### src/rtl/i2s_tx_dsp_frame_sched.sv
// i2s_tx_dsp_frame_sched
//   Master-mode frame scheduler for the I2S TX DSP channel (sck domain).
//   - Generates a one-cycle DSP frame-sync (ws_o) at the start of every frame
//     and exposes the current bit/word slot position.
//   - Muxes two uDMA sample streams (src0/src1) onto the channel FIFO port in
//     strict ch0/ch1 order (or src0 only when 2-channel mode is off).
//   - Flags underruns (channel ready with no sample available while running).
// Ports:
//   sck_i, rst_i                 clock, async active-high reset
//   cfg_en_i/cfg_2ch_i           enable, 2-channel alternate mode
//   cfg_num_bits_i/num_word_i    bits per word - 1, words per frame - 1
//   src{0,1}_data/valid/ready    uDMA source streams
//   fifo_data/valid_o, ready_i   TX DSP channel FIFO interface
//   master_ready_to_send_i       channel primed; starts frame timing
//   ws_o, word_idx_o, bit_idx_o  frame sync and slot position
//   frame_cnt_o                  frames started since enable (wraps)
//   err_o, err_cnt_o             underrun pulse and saturating count
module i2s_tx_dsp_frame_sched #(
  parameter int unsigned ERR_CNT_W   = 8,
  parameter int unsigned FRAME_CNT_W = 16
) (
  input  logic                   sck_i,
  input  logic                   rst_i,
  input  logic                   cfg_en_i,
  input  logic                   cfg_2ch_i,
  input  logic [4:0]             cfg_num_bits_i,
  input  logic [3:0]             cfg_num_word_i,
  input  logic [31:0]            src0_data_i,
  input  logic                   src0_valid_i,
  output logic                   src0_ready_o,
  input  logic [31:0]            src1_data_i,
  input  logic                   src1_valid_i,
  output logic                   src1_ready_o,
  output logic [31:0]            fifo_data_o,
  output logic                   fifo_valid_o,
  input  logic                   fifo_ready_i,
  input  logic                   master_ready_to_send_i,
  output logic                   ws_o,
  output logic [3:0]             word_idx_o,
  output logic [4:0]             bit_idx_o,
  output logic [FRAME_CNT_W-1:0] frame_cnt_o,
  output logic                   err_o,
  output logic [ERR_CNT_W-1:0]   err_cnt_o
);

  typedef enum logic [1:0] {ST_IDLE, ST_ARMED, ST_RUN} state_e;

  state_e                 state_q, state_d;
  logic                   sel_q, sel_d;
  logic                   ws_q, ws_d;
  logic [4:0]             bit_q, bit_d;
  logic [3:0]             word_q, word_d;
  logic [FRAME_CNT_W-1:0] frame_q, frame_d;
  logic [ERR_CNT_W-1:0]   err_cnt_q, err_cnt_d;
  logic [4:0]             nb_q, nb_d;
  logic [3:0]             nw_q, nw_d;
  logic                   two_ch_q, two_ch_d;
  logic                   active;
  logic                   xfer;
  logic                   two_ch_eff;

  // State register
  always_ff @(posedge sck_i or posedge rst_i) begin
    if (rst_i) state_q <= ST_IDLE;
    else       state_q <= state_d;
  end

  // Next-state logic; disable wins from any state
  always_comb begin
    state_d = state_q;
    if (!cfg_en_i) begin
      state_d = ST_IDLE;
    end else begin
      unique case (state_q)
        ST_IDLE:  state_d = ST_ARMED;
        ST_ARMED: if (master_ready_to_send_i) state_d = ST_RUN;
        ST_RUN:   state_d = ST_RUN;
        default:  state_d = ST_IDLE;
      endcase
    end
  end

  // Output logic: combinational arbiter data path and underrun flag
  always_comb begin
    active       = (state_q != ST_IDLE);
    fifo_data_o  = sel_q ? src1_data_i : src0_data_i;
    fifo_valid_o = active & (sel_q ? src1_valid_i : src0_valid_i);
    src0_ready_o = active & ~sel_q & fifo_ready_i;
    src1_ready_o = active &  sel_q & fifo_ready_i;
    xfer         = fifo_valid_o & fifo_ready_i;
    err_o        = (state_q == ST_RUN) & fifo_ready_i & ~fifo_valid_o;
  end

  assign ws_o        = ws_q;
  assign bit_idx_o   = bit_q;
  assign word_idx_o  = word_q;
  assign frame_cnt_o = frame_q;
  assign err_cnt_o   = err_cnt_q;

  // Live 2ch setting until frame timing starts, latched copy afterwards
  assign two_ch_eff = (state_q == ST_RUN) ? two_ch_q : cfg_2ch_i;

  always_comb begin
    sel_d     = sel_q;
    ws_d      = 1'b0;
    bit_d     = bit_q;
    word_d    = word_q;
    frame_d   = frame_q;
    err_cnt_d = err_cnt_q;
    nb_d      = nb_q;
    nw_d      = nw_q;
    two_ch_d  = two_ch_q;
    if (state_d == ST_IDLE) begin
      sel_d     = 1'b0;
      bit_d     = '0;
      word_d    = '0;
      frame_d   = '0;
      err_cnt_d = '0;
    end else begin
      if (xfer) sel_d = two_ch_eff ? ~sel_q : 1'b0;
      if (err_o && (err_cnt_q != '1)) err_cnt_d = err_cnt_q + ERR_CNT_W'(1);
      if (state_q == ST_ARMED && state_d == ST_RUN) begin
        // First RUN cycle is slot 0/0 and carries the first frame sync
        nb_d     = cfg_num_bits_i;
        nw_d     = cfg_num_word_i;
        two_ch_d = cfg_2ch_i;
        bit_d    = '0;
        word_d   = '0;
        ws_d     = 1'b1;
        frame_d  = frame_q + FRAME_CNT_W'(1);
      end else if (state_q == ST_RUN) begin
        if (bit_q == nb_q) begin
          bit_d  = '0;
          word_d = (word_q == nw_q) ? 4'd0 : word_q + 4'd1;
        end else begin
          bit_d  = bit_q + 5'd1;
        end
        // ws is registered, so it is derived from the next slot position
        ws_d = (bit_d == 5'd0) && (word_d == 4'd0);
        if (ws_d) frame_d = frame_q + FRAME_CNT_W'(1);
      end
    end
  end

  always_ff @(posedge sck_i or posedge rst_i) begin
    if (rst_i) begin
      sel_q     <= 1'b0;
      ws_q      <= 1'b0;
      bit_q     <= '0;
      word_q    <= '0;
      frame_q   <= '0;
      err_cnt_q <= '0;
      nb_q      <= '0;
      nw_q      <= '0;
      two_ch_q  <= 1'b0;
    end else begin
      sel_q     <= sel_d;
      ws_q      <= ws_d;
      bit_q     <= bit_d;
      word_q    <= word_d;
      frame_q   <= frame_d;
      err_cnt_q <= err_cnt_d;
      nb_q      <= nb_d;
      nw_q      <= nw_d;
      two_ch_q  <= two_ch_d;
    end
  end

endmodule

### config.mk
export PLATFORM = sky130hd
export DESIGN_NAME = i2s_tx_dsp_frame_sched
export DESIGN_NICKNAME = d
export VERILOG_FILES = /design/src/rtl/i2s_tx_dsp_frame_sched.sv
export SDC_FILE = /design/constraint.sdc
export NUM_CORES = 1
export LEC_CHECK = 0
export ABC_CLOCK_PERIOD_IN_PS = 2700
export CORE_ASPECT_RATIO = 0.5
export CORE_MARGIN = 2
export CORE_UTILIZATION = 37
export DETAILED_ROUTE_END_ITERATION = 16
export PLACE_DENSITY_LB_ADDON = 0.2
export SYNTH_ARGS = -nofsm -noshare
export SYNTH_HDL_FRONTEND = slang
export SYNTH_SLANG_ARGS = --single-unit
### constraint.sdc
create_clock -name sck_i -period 2.7 [get_ports sck_i]
set_input_delay 0.54 -clock sck_i [delete_from_list [all_inputs] [get_ports sck_i]]
set_output_delay 0.54 -clock sck_i [all_outputs]
set_load 0.01 [all_outputs]
==> flow_metrics.tcl, run 1 <==
set metrics [dict create \
    p_sw_share_pct 26.37 \
    critical_path_class "register to register" \
    critical_path_buf_inv_count 1 \
    synth_edf_count 0 \
    rsz0062_at_grt "false" \
    grt_pass1_wl_um 15640 \
    yosysSeqAreaShare_pct 39.22 \
    p_per_area_mw_per_mm2 392.7 \
    fin_skew_ns 0.005022 \
    cts_sinks 47 \
    max_slew_margin_pct 35.95 \
    vias 3012 \
    synthToLayoutAreaGrowth_pct 61.03 \
    die_w_um 131.3 \
    clockRootBuffer "clkbuf_16" \
    seq_power_share_pct 41.1 \
    cts-resized-gates 0 \
    fmax_ghz 0.3952 \
    worst_slew_pin_slew_ns 0.9550 \
    hpwlAfterDp_um 7196 \
    syn_inst 323 \
    synthesis.area_mm2 0.002999 \
    grt_usage_pct 22.03 \
    critical_path.max_fanout 18 \
    max-vdd-ir-drop_mv 0.3173 \
    drv_slew 0 \
    critPathTopFamily "compound AO/OA/AOI/OAI gates" \
    core_mm2 0.007943 \
    nFillCells 716 \
    die_h_um 67.66 \
    ys_types 47 \
    gr-usage-met1_pct 27.85 \
    synth.area.top_cells "dfrtp_1 39%, mux2_2 12%, nand2_1 6.3%, o31ai_1 3.8%, nand3_1 3.5%" \
    ys_ff_latch 47 \
    use_met2_pct 39.01 \
    clockPowerShare_pct 32.9 \
    postCtsSetupRepairBufs 0 \
    cp_cell_sequence "ha_1, nor4b_1, a22oi_1, a211oi_1, a211oi_2, buf_4, o311ai_0, nand3_1" \
    place_congestion 0.8314 \
    grt_max_degree 48 \
    antenna_found_initial 0 \
    cp.arrival_ns 2.69 \
    yosys_warnings 0 \
    gr-max-usage-layer "met2" \
    wl_per_cell_um 15.82 \
    leakage_nw 1.947 \
    hold_violations 0 \
    clock_latency_ns 0.29 \
    cts_hold_buf 0 \
    ant_nets 0 \
    setup_violations 0 \
    fin_nets 564 \
    dieArea_mm2 0.008885 \
    final_util_pct 60.81 \
    pwr-share-comb_pct 26.0 \
    cp_slowest_stage_delay_ns 0.42 \
    numCtsBuffers 5 \
    period_share_pct 93.72 \
    post_drt_via_cell_ratio 5.096 \
    synth_top_cell_area_share_pct 39.22 \
    grt_util_met3_pct 5.105 \
    avgSynthCellArea_um2 9.285 \
    cts_buffer_depth 2 \
    critical-path-slowest-cell "dfrtp_1" \
    rows 23 \
    cp-start-kind "register" \
    initial_core_util_pct 37.76 \
    drt_iter0_markers 84 \
    grt_pass1_vias 2929 \
    synthArstFlopShare_pct 100.0 \
    remaining_drc_errors 0 \
    p_sw_uw 500.0 \
    cp.required_ns 2.85 \
    outcome "finished, final reports clean" \
    globalRouteOverflowTotal 0 \
    p_int_mw 1.396 \
    synthFlopType "dfrtp_1" \
    cts.clk_slew.worst_paths_ns 0.06 \
    cp-end-kind "register" \
    drtPass1Iterations 4 \
    hp-class "register to register" \
    h-tree-depth 2 \
    num_antenna_cells 0 \
    syn-num-nets 408 \
    fin_crit_ns 2.530 \
    io_pins 151 \
    cts_tree "done" \
    drive_gt1_share_pct 12.73 \
    setup_tns_ns 0 \
    yosysTopAreaCell "dfrtp_1" \
    io_buffers 150 \
    drv_cap 0 \
    wirelength_um 9352 \
]
-- worst register-to-register path, cell delays in order (launching register included) --
cell      delay (ns)
dfrtp_1         0.42
ha_1            0.36
nor4b_1         0.29
a22oi_1         0.11
a211oi_1        0.39
a211oi_2        0.08
buf_4           0.21
o311ai_0        0.41
nand3_1         0.14
-- Yosys cell counts, types with 4 or more instances --
master    instances
nand2_1          50
dfrtp_1          47
mux2_2           33
nor2_1           23
nand3_1          21
o21ai_0          18
o31ai_1          15
inv_1            12
xnor2_1          12
clkbuf_1          8
nand4_1           6
a31oi_1           5
o311ai_1          5
xor2_1            5
and3_1            4
ha_1              4
nor2b_1           4
or4_1             4
-- metal layers --
metal	wire length (um)	part of all wire, %	vias to the layer above
met1	4293	46	1417
li1	-	-	1493
met3	479	5.1	13
met4	157	1.7	0
met2	4422	47	89
met5	0	0	-
-- sequential cells by signal, indices dropped and copies added, names as in the netlist --
name and flops:
bit_idx_o 5, err_cnt_o 8, frame_cnt_o 16, nb_q 5, nw_q 4, sel_q 1, state_q 2, two_ch_q 1
word_idx_o 4, ws_o 1
-- power by group through the flow --
| stage | sequential [mW] | combinational [mW] | clock [mW] |
|---|---|---|---|
| after floorplan | 0.787 | 0.238 | 0 |
| after global placement | 0.792 | 0.490 | 0 |
| after detailed placement | 0.794 | 0.493 | 0 |
| after CTS | 0.780 | 0.496 | 0.635 |
| after global routing | 0.788 | 0.541 | 0.662 |
| final | 0.780 | 0.492 | 0.624 |
-- path summary, 6_finish.rpt --
path / depth (start not counted) / endpoint / slack, ns / start
max: 8 / frame_cnt_o[13] / 0.17 / word_idx_o[0]
min: 2 / nw_q[0] / 0.49 / nw_q[0]
max reg2reg: 8 / frame_cnt_o[13] / 0.17 / word_idx_o[0]
min reg2reg: 2 / nw_q[0] / 0.49 / nw_q[0]
max in group asynchronous: 3 / word_idx_o[0] / 1.86 / rst_i
min in group asynchronous: 3 / err_cnt_o[3] / 0.61 / rst_i
-- per-stage QoR --
stage               hold WS (ns)  instance area, um2  power, mW  worst slack, ns  instances
global route              0.5257                4830      1.991          0.05366        591
global placement          0.4811                4686      1.282           0.2947        584
finish                    0.4943                4830      1.896           0.1696        591
CTS                       0.4996                4830      1.912           0.1652        591
floorplan                 0.4665                2999      1.026           0.4532        323
detailed placement        0.4841                4686      1.287           0.2611        584
-- cell families (layout without fill, tap and decap cells) --
logic type               after synthesis  count (layout)  share of synthesized area [%]
AO/OA/AOI/OAI                         61              61                          15.10
XOR/XNOR                              17              17                          4.964
adder cells (fa/ha/maj)                4               4                          1.669
buffers and inverters                 27             183                          3.963
flip-flops                            47              47                          39.22
multiplexers                          35              35                          13.06
AND/OR/NAND/NOR                      132             132                          22.03
-- placed cells by master (no fill, tap or decap), types with 6 or more instances in the layout --
master and count:
dfrtp_1 47, o21ai_0 18, buf_4 9, clkdlybuf4s50_1 150, xnor2_1 12, inv_1 11, o31ai_1 15, mux2_2 33
nand3_1 21, nand2_1 50, nor2_1 23, nand4_1 6
-- layout make-up --
class / instances / area (um2) / share of cell area, %
clock buffers: 6 / 138.9 / 2.876
clock inverters: 1 / 5.005 / 0.1036
inverters: 15 / 56.30 / 1.166
multi-input cells: 249 / 1704 / 35.28
flip-flops and latches: 47 / 1176 / 24.35
well taps: 112 / 140.1 / 2.902
repair buffers: 161 / 1609 / 33.32
Note: power is estimated with default switching activity, not from simulation.
==> run 2, diff against run 1 <==
- CORE_UTILIZATION: 37 -> 41
==> flow_metrics.tcl, run 2 (synthesis gave the netlist of run 1 again) <==
set metrics [dict create \
    final_util_pct 70.45 \
    drv_cap 0 \
    max-vdd-ir-drop_mv 0.4219 \
    drtPass1Iterations 5 \
    setup_ws_ns 0.2130 \
    cp.arrival_ns 2.67 \
    io_buffers 150 \
    dieArea_mm2 0.008056 \
    clockRootBuffer "clkbuf_16" \
    die_w_um 125.0 \
    fin_crit_ns 2.487 \
    pre_cts_slack_ns 0.2594 \
    grt_usage_pct 22.64 \
    rows 21 \
    clock_latency_ns 0.29 \
    grt_pass1_wl_um 14630 \
    worst_slew_pin_slew_ns 0.8690 \
    fin_nets 564 \
    hpwlAfterDp_um 6890 \
    cp.required_ns 2.89 \
    hp-class "register to register" \
    cts_hold_buf 0 \
    synthToLayoutAreaGrowth_pct 61.70 \
    remaining_drc_errors 0 \
    place_congestion 0.8152 \
    die_h_um 64.48 \
    rsz0062_at_grt "false" \
    h-tree-depth 2 \
    wl_per_cell_um 15.70 \
    cp-end-kind "register" \
    critical_path_class "register to register" \
    setup_violations 0 \
    fin_skew_ns 0.007749 \
    cts_buffer_depth 2 \
    cts.clk_slew.worst_paths_ns 0.07 \
    fmax_ghz 0.4021 \
    postCtsSetupRepairBufs 0 \
    cp-start-kind "register" \
    core_mm2 0.006884 \
    hold_violations 0 \
    grt_max_degree 32 \
    largest_reg_flops 16 \
    vias 3052 \
    post_drt_via_cell_ratio 5.336 \
    initial_core_util_pct 43.57 \
    reg2reg_slack_ns 0.21 \
    setup_tns_ns 0 \
    wirelength_um 8980 \
    cts_sinks 47 \
    layout_commonest_cell "clkdlybuf4s50_1" \
    antenna_found_initial 0 \
    p_total_mw 2.065 \
    io_pins 151 \
    leakage_nw 1.966 \
    outcome "finished, final reports clean" \
    cts-resized-gates 0 \
    nFillCells 540 \
    period_share_pct 92.11 \
    ant_nets 0 \
    drive_gt1_share_pct 12.71 \
    p_per_area_mw_per_mm2 425.8 \
    grt_pass1_vias 2869 \
    layout_common_cells "150 x clkdlybuf4s50_1, 50 x nand2_1, 47 x dfrtp_1" \
    max_slew_margin_pct 41.72 \
    num_antenna_cells 0 \
    cts_tree "done" \
    globalRouteOverflowTotal 0 \
    drv_slew 0 \
    critical_path.max_fanout 18 \
    drt_iter0_markers 160 \
    numCtsBuffers 5 \
]
## run 2: cell type report
type	instances	area (um2)	share of cell area, %
clock buffer	6	128.9	2.657
clock inverter	2	60.06	1.238
inverter	15	56.30	1.161
multi-input combinational	249	1704	35.14
sequential	47	1176	24.25
tap	92	115.1	2.374
timing repair buffer	161	1609	33.18
## run 2: per-layer routing
layer | track usage (%) | vias to the layer above | part of all wire [%]
met2 | 39.21 | 103 | 48
met3 | 4.377 | 4 | 5.3
met1 | 30.66 | 1450 | 46
li1 | - | 1495 | -
met4 | 3.194 | 0 | 0.35
met5 | 0 | - | 0
## run 2: critical path, cell delays in order (launching register included)
cell      delay [ns]
dfrtp_1         0.42
ha_1            0.34
nor4b_1         0.29
a22oi_1         0.11
a211oi_1        0.38
a211oi_2        0.08
buf_4           0.20
nand2b_4        0.22
o41ai_2         0.34
## run 2: power by group
| group | leakage, nW | internal (mW) | switching, mW |
|---|---|---|---|
| clock network | 0.0911 | 0.531 | 0.263 |
| registers | 0.639 | 0.747 | 0.0331 |
| logic | 1.24 | 0.287 | 0.204 |
| total | 1.97 | 1.56 | 0.500 |
## run 2: final timing paths
| kind | start | endpoint | depth (start not counted) |
|---|---|---|---|
| setup / recovery | word_idx_o[0] | frame_cnt_o[15] | 8 |
| hold / removal | nb_q[0] | nb_q[0] | 2 |
| setup reg to reg | word_idx_o[0] | frame_cnt_o[15] | 8 |
| hold reg to reg | nb_q[0] | nb_q[0] | 2 |
| max in group asynchronous | rst_i | state_q[0] | 3 |
| min in group asynchronous | rst_i | err_cnt_o[5] | 2 |
## run 2: stage by stage
stage / instance area (um2) / hold WS (ns) / cells
final: 4850 / 0.4956 / 572
after global placement: 4661 / 0.4808 / 564
after detailed placement: 4661 / 0.4842 / 564
after floorplan: 2999 / 0.4665 / 323
after global routing: 4850 / 0.5211 / 572
after CTS: 4850 / 0.5002 / 572
